[src/rtl/demux1_8_scan_pkg.sv]
// Shared definitions for the 1-to-8 scanning demultiplexer: state encoding,
// channel count and the even-parity frame check.
package demux1_8_scan_pkg;

  localparam int NUM_CH = 8;
  localparam int CH_W   = 3;

  typedef enum logic [1:0] {
    IDLE = 2'd0,
    SCAN = 2'd1,
    PAR  = 2'd2,
    DONE = 2'd3
  } state_e;

  // True when the frame bits plus the trailing parity bit hold an even number of ones.
  function automatic logic even_par_ok(input logic [NUM_CH:0] bits);
    return ~^bits;
  endfunction

endpackage

[src/rtl/demux1_8_scan_ch_counter3.sv]
// 3-bit scan channel counter with synchronous clear, count enable and wrap flag.
module ch_counter3
  import demux1_8_scan_pkg::*;
(
  input  logic            clk,
  input  logic            rst_n,
  input  logic            clr_i,
  input  logic            en_i,
  output logic [CH_W-1:0] cnt_o,
  output logic            wrap_o
);

  logic [CH_W-1:0] cnt_q;
  logic [CH_W-1:0] cnt_d;

  // Next count: clear wins over enable; the 3-bit add wraps 7 -> 0 on its own.
  always_comb begin
    cnt_d = cnt_q;
    if (clr_i) begin
      cnt_d = 3'd0;
    end else if (en_i) begin
      cnt_d = cnt_q + 3'd1;
    end else begin
      cnt_d = cnt_q;
    end
  end

  // Counter register.
  always_ff @(posedge clk or negedge rst_n) begin
    if (!rst_n) begin
      cnt_q <= 3'd0;
    end else begin
      cnt_q <= cnt_d;
    end
  end

  assign cnt_o  = cnt_q;
  assign wrap_o = en_i && (cnt_q == 3'd7);

endmodule

[src/rtl/demux1_8_scan.sv]
// 1-to-8 demultiplexer with direct write and an 8-channel serial scan.
// Define DEMUX_PARITY_EN to append an even-parity bit after channel 7.
module demux1_8_scan
  import demux1_8_scan_pkg::*;
(
  input  logic              clk,
  input  logic              rst_n,
  input  logic              din,
  input  logic [CH_W-1:0]   sel,
  input  logic              wr,
  input  logic              start,
  output logic [NUM_CH-1:0] out,
  output logic [CH_W-1:0]   cur_ch,
  output logic              busy,
  output logic              done,
  output logic              par_ok
);

  state_e            state_q;
  state_e            state_d;
  logic [NUM_CH-1:0] out_q;
  logic [NUM_CH-1:0] out_d;
  logic              busy_q;
  logic              busy_d;
  logic              done_q;
  logic              done_d;
  logic              par_ok_q;
  logic              par_ok_d;
  logic [CH_W-1:0]   cnt_s;
  logic              wrap_s;
  logic              cnt_clr_s;
  logic              cnt_en_s;

  assign cnt_clr_s = (state_q == IDLE);
  assign cnt_en_s  = (state_q == SCAN);

  ch_counter3 u_cnt (
    .clk    (clk),
    .rst_n  (rst_n),
    .clr_i  (cnt_clr_s),
    .en_i   (cnt_en_s),
    .cnt_o  (cnt_s),
    .wrap_o (wrap_s)
  );

  // State register.
  always_ff @(posedge clk or negedge rst_n) begin
    if (!rst_n) begin
      state_q <= IDLE;
    end else begin
      state_q <= state_d;
    end
  end

  // Next-state logic; start is only honoured from IDLE.
  always_comb begin
    state_d = state_q;
    case (state_q)
      IDLE: begin
        if (start) begin
          state_d = SCAN;
        end else begin
          state_d = IDLE;
        end
      end
      SCAN: begin
        if (wrap_s) begin
`ifdef DEMUX_PARITY_EN
          state_d = PAR;
`else
          state_d = DONE;
`endif
        end else begin
          state_d = SCAN;
        end
      end
`ifdef DEMUX_PARITY_EN
      PAR:     state_d = DONE;
`endif
      DONE:    state_d = IDLE;
      default: state_d = IDLE;
    endcase
  end

  // Output next values; busy/done are decoded from the next state so they are registered.
  always_comb begin
    out_d    = out_q;
    par_ok_d = par_ok_q;
    busy_d   = (state_d == SCAN) || (state_d == PAR);
    done_d   = (state_d == DONE);
    case (state_q)
      IDLE: begin
        if (!start && wr) begin
          out_d[sel] = din;
        end else begin
          out_d = out_q;
        end
      end
      SCAN: begin
        out_d[cnt_s] = din;
      end
`ifdef DEMUX_PARITY_EN
      PAR: begin
        par_ok_d = even_par_ok({out_q, din});
      end
`endif
      default: begin
        out_d    = out_q;
        par_ok_d = par_ok_q;
      end
    endcase
  end

  // Output registers.
  always_ff @(posedge clk or negedge rst_n) begin
    if (!rst_n) begin
      out_q    <= 8'h00;
      busy_q   <= 1'b0;
      done_q   <= 1'b0;
      par_ok_q <= 1'b1;
    end else begin
      out_q    <= out_d;
      busy_q   <= busy_d;
      done_q   <= done_d;
      par_ok_q <= par_ok_d;
    end
  end

  assign out    = out_q;
  assign cur_ch = cnt_s;
  assign busy   = busy_q;
  assign done   = done_q;
  assign par_ok = par_ok_q;

endmodule

[config.mk]
export PLATFORM = sky130hd
export DESIGN_NAME = demux1_8_scan
export DESIGN_NICKNAME = d
export VERILOG_FILES = /design/src/rtl/demux1_8_scan_pkg.sv /design/src/rtl/demux1_8_scan_ch_counter3.sv /design/src/rtl/demux1_8_scan.sv
export SDC_FILE = /design/constraint.sdc
export NUM_CORES = 1
export LEC_CHECK = 0
export ABC_AREA = 0
export BUFFER_PORTS_ARGS = -buffer_cell sky130_fd_sc_hd__buf_4
export CAP_MARGIN = 20
export CORE_UTILIZATION = 48
export DETAILED_ROUTE_END_ITERATION = 16
export GPL_TIMING_DRIVEN = 0
export MAX_ROUTING_LAYER = met4
export PLACE_DENSITY = 0.73
export RECOVER_POWER = 50
export SLEW_MARGIN = 25
export SYNTH_ARGS = -nofsm -noshare
export SYNTH_HDL_FRONTEND = slang
export SYNTH_SLANG_ARGS = --single-unit
[constraint.sdc]
create_clock -name clk -period 2.2 [get_ports clk]
set_input_delay 0.33 -clock clk [delete_from_list [all_inputs] [get_ports clk]]
set_output_delay 0.33 -clock clk [all_outputs]
set_load 0.01 [all_outputs]
==> results.sh, run 1 <==
export IMPL_status="completed"
export IMPL_vdd_ir_drop_worst_mv=0.746
export IMPL_clock_latency_ns=0.29
export IMPL_period_share=0.818
export IMPL_syn_cell_area_um2=788
export IMPL_yosysSeqAreaShare=0.476
export IMPL_grtUsageTotal=0.213
export IMPL_cts_repair_resized=0
export IMPL_whs_endpoint="out[3]"
export IMPL_syn_area_per_cell_um2=10.9
export IMPL_cp_end_kind="flop"
export IMPL_rr_worst_depth=6
export IMPL_skew_ns=0.00115
export IMPL_netlist_instances=72
export IMPL_fp_dieH_um=42.5
export IMPL_clock_fmax_mhz=556
export IMPL_cap_violations=0
export IMPL_antenna_found_initial=0
export IMPL_cts_tree="built"
export IMPL_startpoint="state_q[1]"
export IMPL_fin_crit_ns=1.80
export IMPL_rsz0062_at_grt="false"
export IMPL_crit_arrival_ns=1.98
export IMPL_timing_rr_start="state_q[1]"
export IMPL_cp_required_ns=2.38
export IMPL_crit_slowest_cell="mux2_2"
export IMPL_p_leak_nw=0.444
export IMPL_viasPerCell=5.76
export IMPL_drc=0
export IMPL_finalNetCount=109
export IMPL_path_cells="buf_2, nor2b_1, clkbuf_1, nor4b_1, o21ai_0, mux2_2"
export IMPL_io_buffers=20
export IMPL_min_from="din"
export IMPL_path_buf_inv=2
export IMPL_hold_viol_final=0
export IMPL_syn_to_final_growth_pct=23.7
export IMPL_clockBufferDepth=2
export IMPL_root_buffer="clkbuf_4"
export IMPL_final_cells=113
export IMPL_core_mm2=0.00152
export IMPL_via_count=651
export IMPL_path_clk_slew_ns=0.09
export IMPL_drt_initial_drc_count=20
export IMPL_whs_ns=0.316
export IMPL_cts_max_level=1
export IMPL_diodes=0
export IMPL_yosys_register_bits=15
export IMPL_dpl_hpwl_um=1130
export IMPL_grt_pass1_wl_um=2740
export IMPL_hold_class="in2reg"
export IMPL_timing_rr_end="out[4]"
export IMPL_rrSetupSlack_ns=0.40
export IMPL_wl_um=1620
export IMPL_wl_per_cell_um=14.4
export IMPL_firstDrtPassIters=4
export IMPL_placed_cells=108
export IMPL_yosysUniqueCellTypes=34
export IMPL_numClockSinks=15
export IMPL_synth_fp_nets=83
export IMPL_tns_ns=0
export IMPL_die_x_um=42.5
export IMPL_cts_made_buffers=3
export IMPL_setup_viol=0
export IMPL_cp_max_fo=9
export IMPL_grt_overflow=0
export IMPL_rows=14
export IMPL_place_area_um2=958
export IMPL_final_max_slew_viol_count=0
export IMPL_io_pins=22
export IMPL_critical_path_class="reg2reg"
export IMPL_critPathTopFamily="buffers and inverters"
export IMPL_layout_drive_gt1_share=0.309
export IMPL_power_density_mw_per_mm2=1410
export IMPL_final_cell_area_um2=975
export IMPL_worst_slew_pin_slew_ns=0.821
export IMPL_cp_num_cells=6
export IMPL_start_util=0.517
export IMPL_grt_pass1_vias=611
export IMPL_die_area_mm2=0.00181
export IMPL_startpoint_type="flop"
export IMPL_grt_max_degree=16
export IMPL_ant_nets=0
export IMPL_whs_path_depth=2
export IMPL_critPathMaxStageDelay_ns=0.37
export IMPL_ys_warnings_count=0
export IMPL_slew_headroom=0.453
export IMPL_gp_congestion=0.900
## synthesized netlist by cell type
| cell type | instances | area [um^2] |
|---|---|---|
| dfrtp_1 | 15 | 375 |
| mux2_1 | 4 | 45.0 |
| mux2_2 | 4 | 45.0 |
| ha_1 | 3 | 37.5 |
| inv_1 | 3 | 11.3 |
| nand2_1 | 3 | 11.3 |
| nor2_1 | 3 | 11.3 |
| nor3_1 | 3 | 15.0 |
| a21oi_1 | 2 | 10.0 |
| a22o_1 | 2 | 17.5 |
| buf_2 | 2 | 10.0 |
| nand2b_1 | 2 | 12.5 |
| nand4_1 | 2 | 12.5 |
| nor4_1 | 2 | 12.5 |
| nor4b_1 | 2 | 17.5 |
| o21ai_1 | 2 | 10.0 |
| a21boi_0 | 1 | 7.51 |
| a21boi_2 | 1 | 11.3 |
| a21o_1 | 1 | 7.51 |
| a21oi_2 | 1 | 8.76 |
| a31oi_1 | 1 | 6.26 |
| a32oi_1 | 1 | 8.76 |
| and2_1 | 1 | 6.26 |
| and3_1 | 1 | 6.26 |
| buf_4 | 1 | 7.51 |
| clkbuf_2 | 1 | 5.00 |
| conb_1 | 1 | 3.75 |
| nand3_1 | 1 | 5.00 |
| nand4b_1 | 1 | 8.76 |
| nor2b_1 | 1 | 6.26 |
| nor4_2 | 1 | 12.5 |
| o21ai_0 | 1 | 5.00 |
| or2_2 | 1 | 6.26 |
| or3b_4 | 1 | 11.3 |
## kinds of logic (layout without fill, tap and decap cells)
logic type / count (synthesis) / after routing / synth area share
buffers and inverters: 7 / 32 / 0.0429
AOI/OAI and AO/OA: 13 / 13 / 0.117
other: 1 / 1 / 0.00476
muxes: 8 / 8 / 0.114
DFF: 15 / 15 / 0.476
adders and majority gates: 3 / 3 / 0.0476
and+or+nand+nor: 25 / 25 / 0.197
## cell usage in the layout, fill, tap and decap left out, drive strengths merged, types with 2 or more instances in the layout
| cell | count |
|---|---|
| nor4b | 2 |
| o21ai | 3 |
| nor4 | 3 |
| a21oi | 3 |
| nand2b | 2 |
| a21boi | 2 |
| a22o | 2 |
| clkbuf | 11 |
| inv | 3 |
| buf | 17 |
| ha | 3 |
| nand4 | 2 |
| nor2 | 3 |
| dfrtp | 15 |
| nor3 | 3 |
| nand2 | 3 |
| mux2 | 8 |
## report_power, final
group	internal, mW	switching, mW	total [mW]
Sequential	0.407	0.110	0.517
Combinational	0.359	0.341	0.700
Clock	0.0705	0.0904	0.161
## how the worst max path moves through the flow
stage | to | slack (ns)
detailed placement | out[7] | 0.55
global route | out[4] | 0.25
global placement | out[7] | 0.55
CTS | out[4] | 0.51
floorplan | out[7] | 0.62
finish | out[4] | 0.40
## layout make-up
cell class | instances | area (um^2)
fillers | 132 | 549
multi-input cells | 50 | 379
flip-flops and latches | 15 | 375
repair buffers | 21 | 141
clock buffers | 4 | 26.3
plain buffers | 4 | 21.3
well taps | 16 | 20.0
inverters | 3 | 11.3
## worst register-to-register path, delay by kind of cell, from the launching register on
family	cells	cell delay, ns
buffers and inverters	2	0.46
AOI/OAI and AO/OA	1	0.27
and+or+nand+nor	2	0.23
DFF	1	0.36
muxes	1	0.37
## metrics by stage
| stage | total power, mW | utilization | setup slack (ns) |
|---|---|---|---|
| after floorplan | 0.963 | - | 0.622 |
| after global placement | 1.22 | 0.629 | 0.555 |
| after detailed placement | 1.25 | 0.629 | 0.545 |
| after CTS | 1.41 | 0.653 | 0.512 |
| after global routing | 1.49 | 0.640 | 0.253 |
| final | 1.38 | 0.640 | 0.400 |
## sequential cells by signal, summed over array words and instances, names as in the netlist
name         flops
out              8
u_cnt.cnt_o      3
state_q          2
busy             1
done             1
## routing by layer
metal	up-vias	wire length, um	GRT usage	share of wire
met5	-	0	-	0
met4	0	78	0.125	0.048
met3	11	91	0.0431	0.056
met2	30	686	0.298	0.42
met1	300	768	0.285	0.47
li1	310	-	-	-
## what timing repair did
| item | 4_1_cts | 5_1_grt |
|---|---|---|
| hold buffers | 1 | 0 |
| endpoints found under the hold margin | 15 | 0 |
| setup buffers | 0 | 0 |
No activity file was read; power rests on OpenSTA's default activity.
==> run 2: changes to the inputs <==
- ABC_AREA: 0 -> 1
- clock period: 2.2 -> 1.6 ns (I/O delays scaled with it)
==> run 2 against run 1 <==
Effect of this change:
- power grew 68%
- final area grew 30%
- first-iteration DRC count grew 65%
- maximum frequency grew 27%
- highest routed layer unchanged
==> results.sh, run 2 <==
export IMPL_status="completed"
export IMPL_grt_max_degree=16
export IMPL_cts_max_level=1
export IMPL_fp_dieH_um=49.5
export IMPL_rr_worst_depth=5
export IMPL_diodes=0
export IMPL_final_cells=213
export IMPL_syn_to_final_growth_pct=16.6
export IMPL_clock_fmax_mhz=708
export IMPL_crit_end="busy"
export IMPL_clock_latency_ns=0.29
export IMPL_yosysSeqAreaShare=0.346
export IMPL_cp_required_ns=1.79
export IMPL_cap_violations=0
export IMPL_synth_area_leaders="dfrtp_1 35%, nand2_1 20%, nand3_1 13%, inv_1 5.5%, nor2_1 4.5%"
export IMPL_period_share=0.883
export IMPL_syn_area_per_cell_um2=6.66
export IMPL_start_util=0.531
export IMPL_slew_headroom=0.454
export IMPL_crit_slowest_cell="dfrtp_1"
export IMPL_vdd_ir_drop_worst_mv=1.21
export IMPL_grt_pass1_wl_um=4140
export IMPL_root_buffer="clkbuf_4"
export IMPL_placed_cells=208
export IMPL_timing_rr_start="u_cnt.cnt_o[1]"
export IMPL_cp_end_kind="flop"
export IMPL_hold_viol_final=0
export IMPL_yosys_top_cells_count="58 x nand2_1, 28 x nand3_1, 16 x inv_1"
export IMPL_cts_repair_resized=0
export IMPL_cp_common_cell="ha_1"
export IMPL_synthFlopType="dfrtp_1"
export IMPL_die_x_um=49.5
export IMPL_yosysTopAreaCellShare=0.346
export IMPL_p_sw_frac=0.493
export IMPL_largest_reg_flops=8
export IMPL_drt_initial_drc_count=33
export IMPL_internal_power_mw=1.18
export IMPL_grtUsageTotal=0.224
export IMPL_power_density_mw_per_mm2=1830
export IMPL_hold_class="in2reg"
export IMPL_cts_setup_buffers=0
export IMPL_final_cell_area_mm2=0.00126
export IMPL_skew_ns=0.00200
export IMPL_path_cells="ha_1, ha_1, inv_1, nor2_1, ha_1"
export IMPL_synth_fp_nets=174
export IMPL_dp_slack_ns=0.216
export IMPL_ys_async_sr_fraction=1.00
export IMPL_grt_overflow=0
export IMPL_fin_util=0.619
export IMPL_wl_per_cell_um=11.4
export IMPL_wl_um=2420
export IMPL_finalNetCount=198
export IMPL_startpoint="u_cnt.cnt_o[1]"
export IMPL_drc=0
export IMPL_antenna_found_initial=0
export IMPL_syn_cell_area_mm2=0.00108
export IMPL_io_buffers=18
export IMPL_synth_edf_count=0
export IMPL_fin_crit_ns=1.41
export IMPL_n_fill_cell=209
export IMPL_firstDrtPassIters=5
export IMPL_clockPowerShare=0.101
export IMPL_viasPerCell=5.14
export IMPL_p_comb_frac=0.621
export IMPL_layout_drive_gt1_share=0.167
export IMPL_clockBufferDepth=2
export IMPL_cts_hold_buf=1
export IMPL_critical_path_class="reg2reg"
export IMPL_cts_tree="built"
export IMPL_p_seq_frac=0.278
export IMPL_dpl_hpwl_um=1820
export IMPL_cp_max_fo=9
export IMPL_yosys_register_bits=15
export IMPL_grt_pass1_vias=968
export IMPL_rsz0062_at_grt="false"
export IMPL_gp_congestion=0.952
export IMPL_startpoint_type="flop"
export IMPL_ys_warnings_count=0
export IMPL_place_area_mm2=0.00125
export IMPL_final_max_slew_viol_count=0
export IMPL_p_switching_mw=1.14
export IMPL_cp_num_cells=5
export IMPL_worst_slew_pin_slew_ns=0.818
export IMPL_final_common_cell="nand2_1"
export IMPL_via_count=1094
export IMPL_rrSetupSlack_ns=0.19
export IMPL_mostFrequentLayoutCells="58 x nand2_1, 28 x nand3_1, 16 x inv_1, 15 x dfrtp_1"
export IMPL_netlist_instances=163
export IMPL_io_pins=22
export IMPL_path_clk_slew_ns=0.10
export IMPL_rows=16
export IMPL_core_mm2=0.00204
export IMPL_crit_arrival_ns=1.60
export IMPL_timing_rr_end="busy"
export IMPL_cts_made_buffers=3
export IMPL_numClockSinks=15
export IMPL_path_buf_inv=1
export IMPL_critPathTopFamily="adder cells"
export IMPL_p_leak_nw=0.748
export IMPL_setup_viol=0
export IMPL_yosysTopAreaCell="dfrtp_1"
export IMPL_yosysUniqueCellTypes=22
export IMPL_critPathMaxStageDelay_ns=0.52
export IMPL_setup_slack_ns=0.188
export IMPL_tns_ns=0
export IMPL_die_area_mm2=0.00245
export IMPL_ant_nets=0
export IMPL_yosys_cell_count_top_type="nand2_1"
run 2: cell types whose count changed in the layout (fill, tap and decap cells not counted), sizes merged, moves of 3 or more:
cell	previous run	this run
inv	3	18
nor2	3	15
nand4	2	5
nand2	3	62
mux2	8	0
a21oi	3	0
nand3	1	29
nor3	3	0
nor4	3	0
run 2: final cells by class:
cell class              count  area [um^2]  share of cell area
plain buffers               8         60.1              0.0475
multi-input cells         122          582               0.460
inverters                  18         67.6              0.0534
clock inverters             1         5.00             0.00396
flip-flops and latches     15          375               0.297
repair buffers             19          119              0.0940
clock buffers               3         22.5              0.0178
well taps                  27         33.8              0.0267
run 2: logic make-up (layout without fill, tap and decap cells):
group / count (synthesis) / after routing / share of synthesized area
buf+inv: 26 / 49 / 0.118
other cells: 1 / 1 / 0.00346
flops: 15 / 15 / 0.346
compound gates: 6 / 6 / 0.0300
simple gates: 112 / 112 / 0.468
fa+ha+maj: 3 / 3 / 0.0346
run 2: power groups by stage:
stage	combinational [mW]	sequential [mW]	clock, mW
5_1_grt	1.63	0.671	0.251
2_1_floorplan	1.01	0.692	0
6_report	1.44	0.645	0.234
4_1_cts	1.48	0.646	0.237
3_3_place_gp	1.44	0.652	0
3_5_place_dp	1.48	0.652	0
run 2: per-stage QoR:
stage / hold WS (ns) / power, mW
2_1_floorplan: -0.0556 / 1.70
3_3_place_gp: 0.107 / 2.09
3_5_place_dp: 0.109 / 2.13
4_1_cts: 0.307 / 2.37
5_1_grt: 0.344 / 2.55
6_report: 0.307 / 2.32
run 2: layer usage:
layer  GRT usage  wire (um)  part of all wire  up-vias
met5           -          0                 0        -
met4      0.0571         21            0.0087        0
met3      0.0370        105             0.043        2
met2       0.354       1170              0.48       31
met1       0.297       1130              0.47      500
li1            -          -                 -      561
run 2: tightest hold or removal path, stage by stage:
cell and delay (ns):
buf_4 0.11, inv_1 0.08, o21ai_0 0.12
run 2: how the worst min path moves through the flow:
| stage | from | endpoint | slack (ns) | cells after the start |
|---|---|---|---|---|
| after detailed placement | rst_n | out[2] | 0.11 | 1 |
| after global placement | rst_n | out[2] | 0.11 | 1 |
| after global routing | start | state_q[0] | 0.34 | 3 |
| after floorplan | rst_n | busy | -0.06 | 0 |
| final | start | state_q[0] | 0.31 | 3 |
| after CTS | start | state_q[0] | 0.31 | 3 |
==> run 3: changes to the inputs <==
- CORE_UTILIZATION: 48 -> 47
- PLACE_DENSITY: 0.73 -> 0.72
- SYNTH_HIERARCHICAL: not set -> 1
==> run 3 against run 2 <==
Effect of this change:
- critical path type unchanged
- non-clock buffer count fell by 1
- largest power group unchanged
- hold slack got worse by 0.080 ns
- sequential power decreased by 2%
- largest cell class unchanged
==> results.sh, run 3 <==
export IMPL_wl_um=2220
export IMPL_io_pins=22
export IMPL_grtUsageTotal=0.216
export IMPL_met2_usage=0.333
export IMPL_viasPerCell=4.99
export IMPL_cts_setup_buffers=0
export IMPL_diodes=0
export IMPL_core_mm2=0.00198
export IMPL_cp_max_fo=14
export IMPL_yosysSeqAreaShare=0.349
export IMPL_clock_fmax_mhz=730
export IMPL_grt_met1_usage=0.290
export IMPL_rsz0062_at_grt="false"
export IMPL_yosys_cell_count_top_type="nand2_1"
export IMPL_fin_crit_ns=1.37
export IMPL_path_clk_slew_ns=0.08
export IMPL_root_buffer="clkbuf_4"
export IMPL_synth_fp_nets=171
export IMPL_cts_made_buffers=3
export IMPL_top_usage_layer="met2"
export IMPL_cap_violations=0
export IMPL_wl_per_cell_um=10.4
export IMPL_grt_use_met3=0.0333
export IMPL_synth_area_leaders="dfrtp_1 35%, nand2_1 22%, nand3_1 19%, inv_1 6.7%, nor2_1 6.4%"
export IMPL_fp_dieH_um=48.2
export IMPL_dpl_hpwl_um=1660
export IMPL_status="completed"
export IMPL_gp_congestion=0.841
export IMPL_die_area_mm2=0.00232
export IMPL_clock_latency_ns=0.29
export IMPL_period_share=0.856
export IMPL_yosys_top_cells_count="58 x nand2_1, 38 x nand3_1, 18 x inv_1"
export IMPL_io_buffers=19
export IMPL_layout_drive_gt1_share=0.141
export IMPL_firstDrtPassIters=4
export IMPL_yosysTopAreaCell="dfrtp_1"
export IMPL_clockBufferDepth=2
export IMPL_drt_initial_drc_count=34
export IMPL_cts_max_level=1
export IMPL_yosys_register_bits=14
export IMPL_finalNetCount=196
export IMPL_placed_cells=207
export IMPL_tns_ns=0
export IMPL_final_common_cell="nand2_1"
export IMPL_worst_slew_pin_slew_ns=0.809
export IMPL_yosysUniqueCellTypes=17
export IMPL_skew_ns=0.0105
export IMPL_hold_class="in2reg"
export IMPL_start_util=0.506
export IMPL_die_x_um=48.2
export IMPL_numClockSinks=14
export IMPL_startpoint_type="flop"
export IMPL_yosysTopAreaCellShare=0.349
export IMPL_p_leak_nw=0.734
export IMPL_final_max_slew_viol_count=0
export IMPL_fin_util=0.607
export IMPL_antenna_found_initial=0
export IMPL_grt_pass1_vias=805
export IMPL_largest_reg_flops=8
export IMPL_netlist_instances=161
export IMPL_hold_viol_final=0
export IMPL_synthFlopType="dfrtp_1"
export IMPL_drc=0
export IMPL_n_fill_cell=198
export IMPL_ant_nets=0
export IMPL_p_total_mw=2.16
export IMPL_ys_async_sr_fraction=1.00
export IMPL_syn_cell_area_mm2=0.00100
export IMPL_mostFrequentLayoutCells="58 x nand2_1, 38 x nand3_1, 18 x inv_1, 17 x nor2_1, 15 x buf_4"
export IMPL_cts_tree="built"
export IMPL_rows=16
export IMPL_final_cells=212
export IMPL_crit_arrival_ns=1.54
export IMPL_cp_required_ns=1.77
export IMPL_synth_edf_count=0
export IMPL_syn_to_final_growth_pct=19.9
export IMPL_cp_end_kind="flop"
export IMPL_slew_headroom=0.461
export IMPL_critical_path_class="reg2reg"
export IMPL_vdd_ir_drop_worst_mv=1.12
export IMPL_grt_pass1_wl_um=3370
export IMPL_power_density_mw_per_mm2=1790
export IMPL_ys_warnings_count=6
export IMPL_syn_area_per_cell_um2=6.23
export IMPL_setup_viol=0
export IMPL_grt_max_degree=15
export IMPL_via_count=1057
export IMPL_grt_overflow=0
[run 3: cell types whose count changed after synthesis, moves of 2 or more]
| cell | previous run | this run |
|---|---|---|
| inv_1 | 16 | 18 |
| nand2_2 | 3 | 1 |
| nand3_1 | 28 | 38 |
| nand4_1 | 5 | 2 |
| nor2_1 | 13 | 17 |
| o21ai_0 | 4 | 1 |
[run 3: final cells by class]
class | count | area, um^2 | area share
plain buffers | 6 | 40.0 | 0.0333
well taps | 27 | 33.8 | 0.0281
multi-input cells | 122 | 542 | 0.450
flip-flops and latches | 14 | 350 | 0.291
clock buffers | 4 | 36.3 | 0.0301
repair buffers | 20 | 130 | 0.108
inverters | 19 | 71.3 | 0.0593
[run 3: path summary, 6_finish.rpt]
path                         from  depth (start not counted)          to  slack (ns)
max                          done                          7        busy        0.23
min                         start                          3  state_q[0]        0.23
max reg2reg                  done                          7        busy        0.23
min reg2reg                out[3]                          2      out[3]        0.49
max in group asynchronous   rst_n                          2  state_q[0]        0.55
min in group asynchronous   rst_n                          2      out[2]        0.54
[run 3: kinds of logic after synthesis]
kind of cell,synth area share
compound gates,0.00498
fa+ha+maj,0.0249
buf+inv,0.111
flops,0.349
other cells,0.00374
simple gates,0.506
[run 3: metrics by stage]
step	setup WS, ns	hold WS (ns)	area (um^2)
after floorplan	0.356	-0.0556	1000
after global placement	0.246	0.102	1180
after detailed placement	0.248	0.105	1180
after CTS	0.233	0.221	1230
after global routing	0.108	0.246	1200
final	0.230	0.227	1200
[run 3: worst max-delay path: stages (launching register included)]
cell     delay [ns]
dfrtp_1        0.46
nor2_4         0.22
buf_4          0.23
nand2_1        0.07
inv_1          0.05
inv_1          0.03
nor2_1         0.13
nor2_1         0.05
[run 3: metal layers]
metal	part of all wire	vias up	wire [um]
met5	0	-	0
met3	0.060	5	134
li1	-	551	-
met4	0.014	0	32
met1	0.47	459	1050
met2	0.45	42	1000
[run 3: power by group]
part | leakage, nW | internal (mW) | switching, mW
Sequential | 0.179 | 0.495 | 0.135
Clock | 0.0210 | 0.139 | 0.126
Combinational | 0.534 | 0.485 | 0.777
[run 3: timing repair]
item                                   in CTS  in global routing
hold buffers                                1                  0
resized for setup                           0                  0
endpoints found under the hold margin      14                  0
